### config.mk
export PLATFORM = sky130hd
export DESIGN_NAME = hex_to_7seg_decoder
export DESIGN_NICKNAME = d
export VERILOG_FILES = /design/src/rtl/seg7_pkg.sv /design/src/rtl/hex_to_7seg_lut.sv /design/src/rtl/hex_to_7seg_decoder.sv
export SDC_FILE = /design/constraint.sdc
export NUM_CORES = 1
export LEC_CHECK = 0
export ABC_AREA = 1
export CAP_MARGIN = 10
export CORE_AREA = 2 2 57 46
export DETAILED_ROUTE_END_ITERATION = 16
export DIE_AREA = 0 0 59 48
export PLACE_DENSITY = 0.51
export REMOVE_ABC_BUFFERS = 1
export SLEW_MARGIN = 20
export SYNTH_ARGS = -nofsm -noshare
export SYNTH_HDL_FRONTEND = slang
export SYNTH_SLANG_ARGS = --single-unit
### constraint.sdc
create_clock -name i_clk -period 1.15 [get_ports i_clk]
set_input_delay 0.1725 -clock i_clk [delete_from_list [all_inputs] [get_ports i_clk]]
set_output_delay 0.1725 -clock i_clk [all_outputs]
set_load 0.02 [all_outputs]
### src/rtl/seg7_pkg.sv
// Shared 7-segment types and the active-high glyph table.
// Segment vector order is {a,b,c,d,e,f,g}, MSB = a.
package seg7_pkg;

  typedef logic [6:0] seg_t;

  localparam seg_t SEG_OFF = 7'b0000000;

  // Lowercase b and d keep them distinct from 8 and 0.
  localparam seg_t GLYPH [0:15] = '{
    7'b1111110, 7'b0110000, 7'b1101101, 7'b1111001,
    7'b0110011, 7'b1011011, 7'b1011111, 7'b1110000,
    7'b1111111, 7'b1111011, 7'b1110111, 7'b0011111,
    7'b1001110, 7'b0111101, 7'b1001111, 7'b1000111
  };

endpackage

### src/rtl/hex_to_7seg_lut.sv
// Purely combinational nibble-to-glyph lookup, active-high (1 = lit).
module hex_to_7seg_lut
  import seg7_pkg::*;
(
  input  logic [3:0] nib,
  output seg_t       glyph
);

  // Every nibble value has a glyph, so no default case is needed.
  assign glyph = GLYPH[nib];

endmodule

### src/rtl/hex_to_7seg_decoder.sv
// Registered hex-nibble to 7-segment driver with enable, blank and
// selectable output polarity.
// Optional decimal point: define SEG_DP_EN to add i_dp / o_dp.
module hex_to_7seg_decoder
  import seg7_pkg::*;
#(
  parameter bit ACTIVE_LOW = 1'b0
) (
  input  logic       i_clk,
  input  logic       i_rst,
  input  logic [3:0] in,
  input  logic       i_en,
  input  logic       i_blank,
`ifdef SEG_DP_EN
  input  logic       i_dp,
  output logic       o_dp,
`endif
  output logic       o_a,
  output logic       o_b,
  output logic       o_c,
  output logic       o_d,
  output logic       o_e,
  output logic       o_f,
  output logic       o_g
);

  // Polarity is folded in before the register so pins come straight off flops.
  localparam seg_t POL_MASK = ACTIVE_LOW ? 7'b1111111 : 7'b0000000;
  localparam seg_t SEG_DARK = SEG_OFF ^ POL_MASK;

  seg_t glyph;
  seg_t seg_nxt;
  seg_t seg_q;

  hex_to_7seg_lut u_lut (
    .nib   (in),
    .glyph (glyph)
  );

  // Blank overrides the glyph; inversion applies after so dark stays unlit.
  always_comb begin
    seg_nxt = (i_blank ? SEG_OFF : glyph) ^ POL_MASK;
  end

  // Segment register: reset wins, otherwise load only when enabled.
  always_ff @(posedge i_clk) begin
    if (i_rst)     seg_q <= SEG_DARK;
    else if (i_en) seg_q <= seg_nxt;
  end

  assign {o_a, o_b, o_c, o_d, o_e, o_f, o_g} = seg_q;

`ifdef SEG_DP_EN
  logic dp_q;

  // Decimal point follows the same reset/enable/blank/polarity rules.
  always_ff @(posedge i_clk) begin
    if (i_rst)     dp_q <= ACTIVE_LOW;
    else if (i_en) dp_q <= (i_dp & ~i_blank) ^ ACTIVE_LOW;
  end

  assign o_dp = dp_q;
`endif

endmodule

======== Yosys cells after proc, flatten, opt, wreduce, memory -nomap -nowiden ========
Memory sizes are Yosys's and may differ from the RTL's.
Index checks and enable logic that the tools add are counted.
word-level totals
  ROM bits ................................ 112
  bits in latches ......................... 0
  output and inout port bits .............. 7
  register bits ........................... 7
  logic and storage cells ................. 7
  memories ................................ 1
  memory bits (writable) .................. 0
  input port bits ......................... 8
memories
  name             words  bits a word  rd ports  clocked after memory_dff  wr ports  RTL line               source
  (no name shown)  16     7            1         0                         0         hex_to_7seg_lut.sv:10  assign glyph = GLYPH[nib];
operators by class
  equality and inequality tests ........... 0
  add/sub/neg operators ................... 0
  shifts and indexed selects .............. 0
  reduce and logical (&&, ||, !) cells .... 0
  order comparisons ....................... 1
  $mul .................................... 0
  div/mod/pow operators ................... 0
  mux-type cells .......................... 3
  bitwise logic cells ..................... 1
operator list
  cell                                        number
  two-way mux 7 bit                           3
  >= comparator 5 bit, second input constant  1
  NOT 4 -> 5 bit                              1

======== Longest topological paths before layout ========
Gate-level depths: netlist of the first run.
  depth after elaboration ................. 5
  mapped depth ............................ 8
  depth with buffers taken out ............ 8

======== By module ========
A second synthesis of the first run with hierarchy kept.
second synthesis, totals
  cell total of the unflattened synthesis .. 83
  area, all modules ....................... 525.5 sq um
by module, submodules not included
  module               area each (sq um)  cells each  seq. area each (sq um)  instances
  hex_to_7seg_lut      270.3              52          0.0                     1
  hex_to_7seg_decoder  255.2              31          140.1                   1

======== Least setup slack after synthesis of the first run ========
OpenSTA, ideal clock, no wires.
  path kind ............................... input to register
  start ................................... input port in[0]
  end ..................................... register seg_q[3]
  setup time .............................. 116 ps
  path buffers ............................ 0
  required time ........................... 1034 ps
  setup slack ............................. 211 ps
  arrival ................................. 823 ps
  stages on the path ...................... 8
  cells stage by stage .................... inv_1 > ha_1 > inv_1 > nand2_1 > nand2_1 > nand2_1 > nand3_1 > a21oi_1
on the way
  cells in the longest elaborated chain, start to end .. 5
ends and longest elaborated chain
  what                                                  RTL line                   source
  start, declared                                       hex_to_7seg_decoder.sv:11  input logic [3:0] in,
  NOT 4 -> 5 bit (implied by the code)                  hex_to_7seg_lut.sv:10
  memory read (16 x 7 bit)                              n/a
  two-way mux 7 bit (implied by the code) (2 in a row)  hex_to_7seg_lut.sv:10
  two-way mux 7 bit                                     hex_to_7seg_decoder.sv:42  seg_nxt = (i_blank ? SEG_OFF : glyph) ^ POL_MASK;
  end signal, assigned                                  hex_to_7seg_decoder.sv:48  else if (i_en) seg_q <= seg_nxt;
  end, declared                                         hex_to_7seg_decoder.sv:33  seg_t seg_q;
No other way between the ends. The select of a mux whose other input is x is not followed.
A chain may end at the register's enable or synchronous reset.

======== Worst setup path after layout of the first run ========
  start ................................... register seg_q[3]
  end ..................................... output port o_d
RTL lines
  what           RTL line                   source
  end, declared  hex_to_7seg_decoder.sv:21  output logic o_d,
No word-level cell between the ends.

==> results of run 1 <==
==> logic make-up (layout without fill, tap and decap cells) <==
| group | Yosys count | after routing |
|---|---|---|
| AOI/OAI and AO/OA | 9 | 9 |
| and+or+nand+nor | 41 | 41 |
| buffers and inverters | 10 | 33 |
| DFF | 7 | 7 |
| adders and majority gates | 6 | 6 |
==> layer usage <==
| layer | wire, um | vias to the layer above | track usage |
|---|---|---|---|
| met2 | 493 | 11 | 0.127 |
| met1 | 542 | 226 | 0.105 |
| met4 | 0 | 0 | 0 |
| met3 | 51 | 0 | 0.0405 |
| met5 | 0 | - | 0 |
| li1 | - | 282 | - |
==> worst paths after layout <==
check	startpoint	end	slack [ps]	depth (start not counted)
setup / recovery	seg_q[3]$_SDFFE_PP0P_	o_d	70	1
hold / removal	seg_q[2]$_SDFFE_PP0P_	seg_q[2]$_SDFFE_PP0P_	460	2
setup reg to reg	seg_q[0]$_SDFFE_PP0P_	seg_q[0]$_SDFFE_PP0P_	580	2
hold reg to reg	seg_q[2]$_SDFFE_PP0P_	seg_q[2]$_SDFFE_PP0P_	460	2
==> where the power goes <==
part           switching, mW  total [mW]  internal (mW)
logic                  0.101       0.187         0.0859
clock network         0.0882       0.220          0.132
registers            0.00529       0.261          0.256
total                  0.194       0.669          0.474
==> layout make-up <==
cell class	count	area [um2]	share of cell area
multi-input combinational	56	319	0.428
timing repair buffer	21	194	0.260
sequential	7	140	0.188
inverter	8	35.0	0.0470
tap	25	31.3	0.0419
clock buffer	4	26.3	0.0352
==> per-stage QoR <==
step	instances	cell area, um2
3_3_place_gp	117	731
2_1_floorplan	71	494
5_1_grt	121	746
4_1_cts	121	746
6_report	121	746
3_5_place_dp	117	731
==> Yosys cell counts (all sizes together) <==
cell type and number:
nand2 27, nand3 11, inv 8, a21oi 7, dfxtp 7, ha 6
nor2 3, buf 2, o211ai 2
==> repair_timing <==
item                                    in CTS  in global routing
hold endpoints to repair                     0                  0
resized for setup                           11                  0
endpoints found under the setup margin      14                  0
==> results.ini, run 1 <==
[sta]
worstMarginPinSlew_ps=244
setup_violations=0
rsz0062_at_grt=false
worst_clock_skew_ps=0
finalHoldViolCount=0
slew_headroom=0.837
fin_crit_ps=1080
fin_crit_sh=0.935
whs_ps=457
setup_tns_ps=0
worst_slack_ps=74.6
fmax_mhz=930
slew_viol_final=0

[worst_setup_path]
end_kind=output pin
path_delay_family=flip-flops
cp_max_fo=2
worstSetupPathType=flop to output pin
startpoint_type=flop
crit_path_max_incr_delay_ps=330
crit_chain=dlygate4sd2_1
cpMaxStageDelayCell=dfxtp_1
crit_buf_inv=1
worstPathArrival_ps=900
cp.required_ps=980

[placed_design]
dpl.hpwl_um=925
place_ws_ps=-385
portBuffers=14
gp_congestion=0.859

[grt]
grt_overflow=0
antenna_found_initial=0
grt_pass1_wl_um=1700
grt_max_degree=9
track_usage=0.0799
grt_pass1_vias=426

[clock_network]
htree_levels=1
cts_inserted_buffers=3
insertion_delay_ps=250
post_cts.repair.setup_buffers=0
root_buffer=clkbuf_4
path_clk_slew_ps=50
holdBufCountCts=0
clock_path_buffers=2
tritoncts=built
clock_sinks=7

[routing]
ant_nets=0
drc=0
viasPerCell=4.29
drtIter0Drc=18
post_drt_wl_per_cell_um=8.98
totalWireLength_um=1090
via_count=519
dr.pass1.iters=4

[job]
drv_cap=0

[logic_synthesis]
synth_cell_types=15
synth_area_um2=513
synth_top_family_by_area=simple AND/OR/NAND/NOR gates
yosys.area_share.adder=0.146
yosysWarnings=0
seq_area_frac_synth=0.273
synthSimpleGateAreaFrac=0.378
synth_cells=73
synth_largest_area_cell=dfxtp_1
synth.area.top_cells=dfxtp_1 27%, nand2_1 18%, ha_1 15%
ys_ff_latch=7
synth_xor_area_frac=0
synth_compound_gate_area_share=0.0976
yosysTopAreaCellShare=0.273
avgSynthCellArea_um2=7.03
synth_mux_area_frac=0

[floorplan]
die_h_um=48
coreArea_mm2=0.00221
start_util=0.232
pin_count=15
row_count=15
die_area_mm2=0.00283
die_w_um=59

[power_and_ir_drop]
power_density_mw_per_mm2=897
leakagePower_nw=0.380
ir_worst_vdd_uv=439
power_mw=0.669

[finish]
diodes=0
fillCellCount=247
largest_reg_flops=7
nets=111
top_register=seg_q
final_common_cell=nand2_1
drive_above_1_share=0.177
final_core_util=0.337
top_regs=seg_q x7
synthToLayoutAreaGrowth_pct=45.4
mostFrequentLayoutCells=25 x nand2_1, 11 x nand3_1, 9 x dlygate4sd2_1, 7 x a21oi_1, 7 x dfxtp_1

[status]
status=finished clean

[worst_hold_path]
hold_class=flop to flop

(Power assumes the default switching activity.)
==> run 2, diff against run 1 <==
--- a/config.mk
+++ b/config.mk
@@ -7,10 +7,10 @@
 export LEC_CHECK = 0
 export ABC_AREA = 1
 export CAP_MARGIN = 10
-export CORE_AREA = 2 2 57 46
+export CORE_AREA = 2 2 39 41
 export DETAILED_ROUTE_END_ITERATION = 16
-export DIE_AREA = 0 0 59 48
-export PLACE_DENSITY = 0.51
+export DIE_AREA = 0 0 41 43
+export PLACE_DENSITY = 0.74
 export REMOVE_ABC_BUFFERS = 1
 export SLEW_MARGIN = 20
 export SYNTH_ARGS = -nofsm -noshare
==> run 2 against run 1 <==
- critical path type unchanged
- worst setup slack worse by 11 ps
- fmax is 1.0% lower
- final area shrank 0.50%
- clock-buffer cell count unchanged
- clock skew is the same
- power grew 0.15%
==> results.ini, run 2 (synthesis gave the netlist of run 1 again) <==
[power_and_ir_drop]
switching_share=0.291  ; about the same
power_density_mw_per_mm2=902  ; +0.66%
p_sw_mw=0.195  ; +0.21%
intPower_mw=0.475  ; +0.13%
pwr-share-clk=0.326  ; -0.004
ir_worst_vdd_uv=278  ; -37%
combPwrFrac=0.283  ; +0.004
seqPwrFrac=0.390  ; about the same
leakagePower_nw=0.374  ; -1.7%

[grt]
grt_pass1_vias=468  ; +9.9%
grt_overflow=0  ; unchanged
grt_pass1_wl_um=1890  ; +11%
track_usage=0.156  ; +0.0766
grt_max_degree=9  ; unchanged
antenna_found_initial=0  ; unchanged

[worst_setup_path]
startpoint_type=flop
crit_chain=dlygate4sd2_1
cpMaxStageDelayCell=dlygate4sd2_1
path_delay_family=buffers and inverters
worstPathArrival_ps=910  ; about the same
crit_path_max_incr_delay_ps=350  ; +20 ps
worstSetupPathType=flop to output pin
r2r_start=seg_q[0]$_SDFFE_PP0P_
crit_path_start=seg_q[0]$_SDFFE_PP0P_
cp.required_ps=980  ; about the same
cp_max_fo=2  ; unchanged
end_kind=output pin
crit_buf_inv=1  ; unchanged

[routing]
post_drt_wl_per_cell_um=9.74  ; +8.5%
totalWireLength_um=1080  ; -0.46%
viasPerCell=4.79  ; +12%
drtIter0Drc=7  ; -11
via_count=532  ; +2.5%
dr.pass1.iters=4  ; unchanged
drc=0  ; unchanged
ant_nets=0  ; unchanged

[floorplan]
coreArea_mm2=0.00138  ; -38%
die_w_um=41  ; -31%
pin_count=15  ; unchanged
start_util=0.371  ; +0.139
die_area_mm2=0.00176  ; -38%
row_count=14  ; -1
die_h_um=43  ; -10%

[clock_network]
cts_inserted_buffers=3  ; unchanged
path_clk_slew_ps=50  ; about the same
insertion_delay_ps=250  ; about the same
clock_path_buffers=2  ; unchanged
htree_levels=1  ; unchanged
holdBufCountCts=0  ; unchanged
clock_sinks=7  ; unchanged
root_buffer=clkbuf_4
tritoncts=built

[finish]
largest_reg_flops=7  ; unchanged
top_regs=seg_q x7
diodes=0  ; unchanged
drive_above_1_share=0.189  ; +0.0124
synthToLayoutAreaGrowth_pct=44.6
mostFrequentLayoutCells=25 x nand2_1, 11 x nand3_1, 9 x dlygate4sd2_1, 7 x a21oi_1, 7 x dfxtp_1
nets=110  ; -0.90%
top_register=seg_q
final_common_cell=nand2_1

[job]
drv_cap=0  ; unchanged

[placed_design]
gp_congestion=0.861  ; +0.14%
portBuffers=14  ; unchanged
place_ws_ps=-357  ; +28.2 ps

[sta]
slew_headroom=0.834  ; -0.00243
fmax_mhz=920  ; -1.0%
slew_viol_final=0  ; unchanged
worst_clock_skew_ps=0  ; unchanged
rsz0062_at_grt=false
worstMarginPinSlew_ps=248  ; +3.63 ps
fin_crit_ps=1090  ; +11.2 ps
setup_violations=0  ; unchanged
setup_tns_ps=0  ; unchanged
finalHoldViolCount=0  ; unchanged
worst_slack_ps=63.4  ; -11.2 ps
fin_crit_sh=0.945  ; +0.00973

[worst_hold_path]
hold_class=flop to flop
min-delay-start=seg_q[4]$_SDFFE_PP0P_

[status]
status=finished clean

[run 2: metal layers]
metal | global-route usage | vias to the layer above | part of all wire
li1 | - | 277 | -
met1 | 0.189 | 231 | 0.42
met2 | 0.238 | 20 | 0.48
met3 | 0.0314 | 4 | 0.070
met4 | 0.100 | 0 | 0.024
met5 | 0 | - | 0
[run 2: timing repair]
action | 4_1_cts | 5_1_grt
endpoints found under the hold margin | 0 | 0
setup buffers | 0 | 0
endpoints found under the setup margin | 13 | 0
gates resized for setup | 13 | 0
[run 2: stage by stage]
step / hold WS, ps / cell area, um2 / power [mW] / cells / util
2_1_floorplan: 242 / 494 / 0.361 / 71 / -
3_3_place_gp: 451 / 712 / 0.459 / 107 / 0.514
3_5_place_dp: 454 / 712 / 0.462 / 107 / 0.514
4_1_cts: 460 / 742 / 0.683 / 111 / 0.536
5_1_grt: 471 / 742 / 0.733 / 111 / 0.536
6_report: 458 / 742 / 0.670 / 111 / 0.536
[run 2: area by class of cell]
type	instances	area [um2]
fillers	143	642
well taps	16	20.0
inverters	8	35.0
clock buffers	4	26.3
multi-input cells	56	334
repair buffers	20	186
flip-flops and latches	7	140
[run 2: path summary, 6_finish.rpt]
| kind | endpoint | slack (ps) | cells after the start |
|---|---|---|---|
| setup / recovery | o_g | 60 | 1 |
| hold / removal | seg_q[4]$_SDFFE_PP0P_ | 460 | 2 |
| setup reg to reg | seg_q[0]$_SDFFE_PP0P_ | 580 | 2 |
| hold reg to reg | seg_q[4]$_SDFFE_PP0P_ | 460 | 2 |
[run 2: power by group through the flow]
stage / registers, mW / logic [mW] / clock network [mW]
final: 0.261 / 0.190 / 0.219
after global routing: 0.263 / 0.212 / 0.258
after CTS: 0.261 / 0.189 / 0.232
after detailed placement: 0.267 / 0.195 / 0
after global placement: 0.267 / 0.192 / 0
after floorplan: 0.283 / 0.0774 / 0
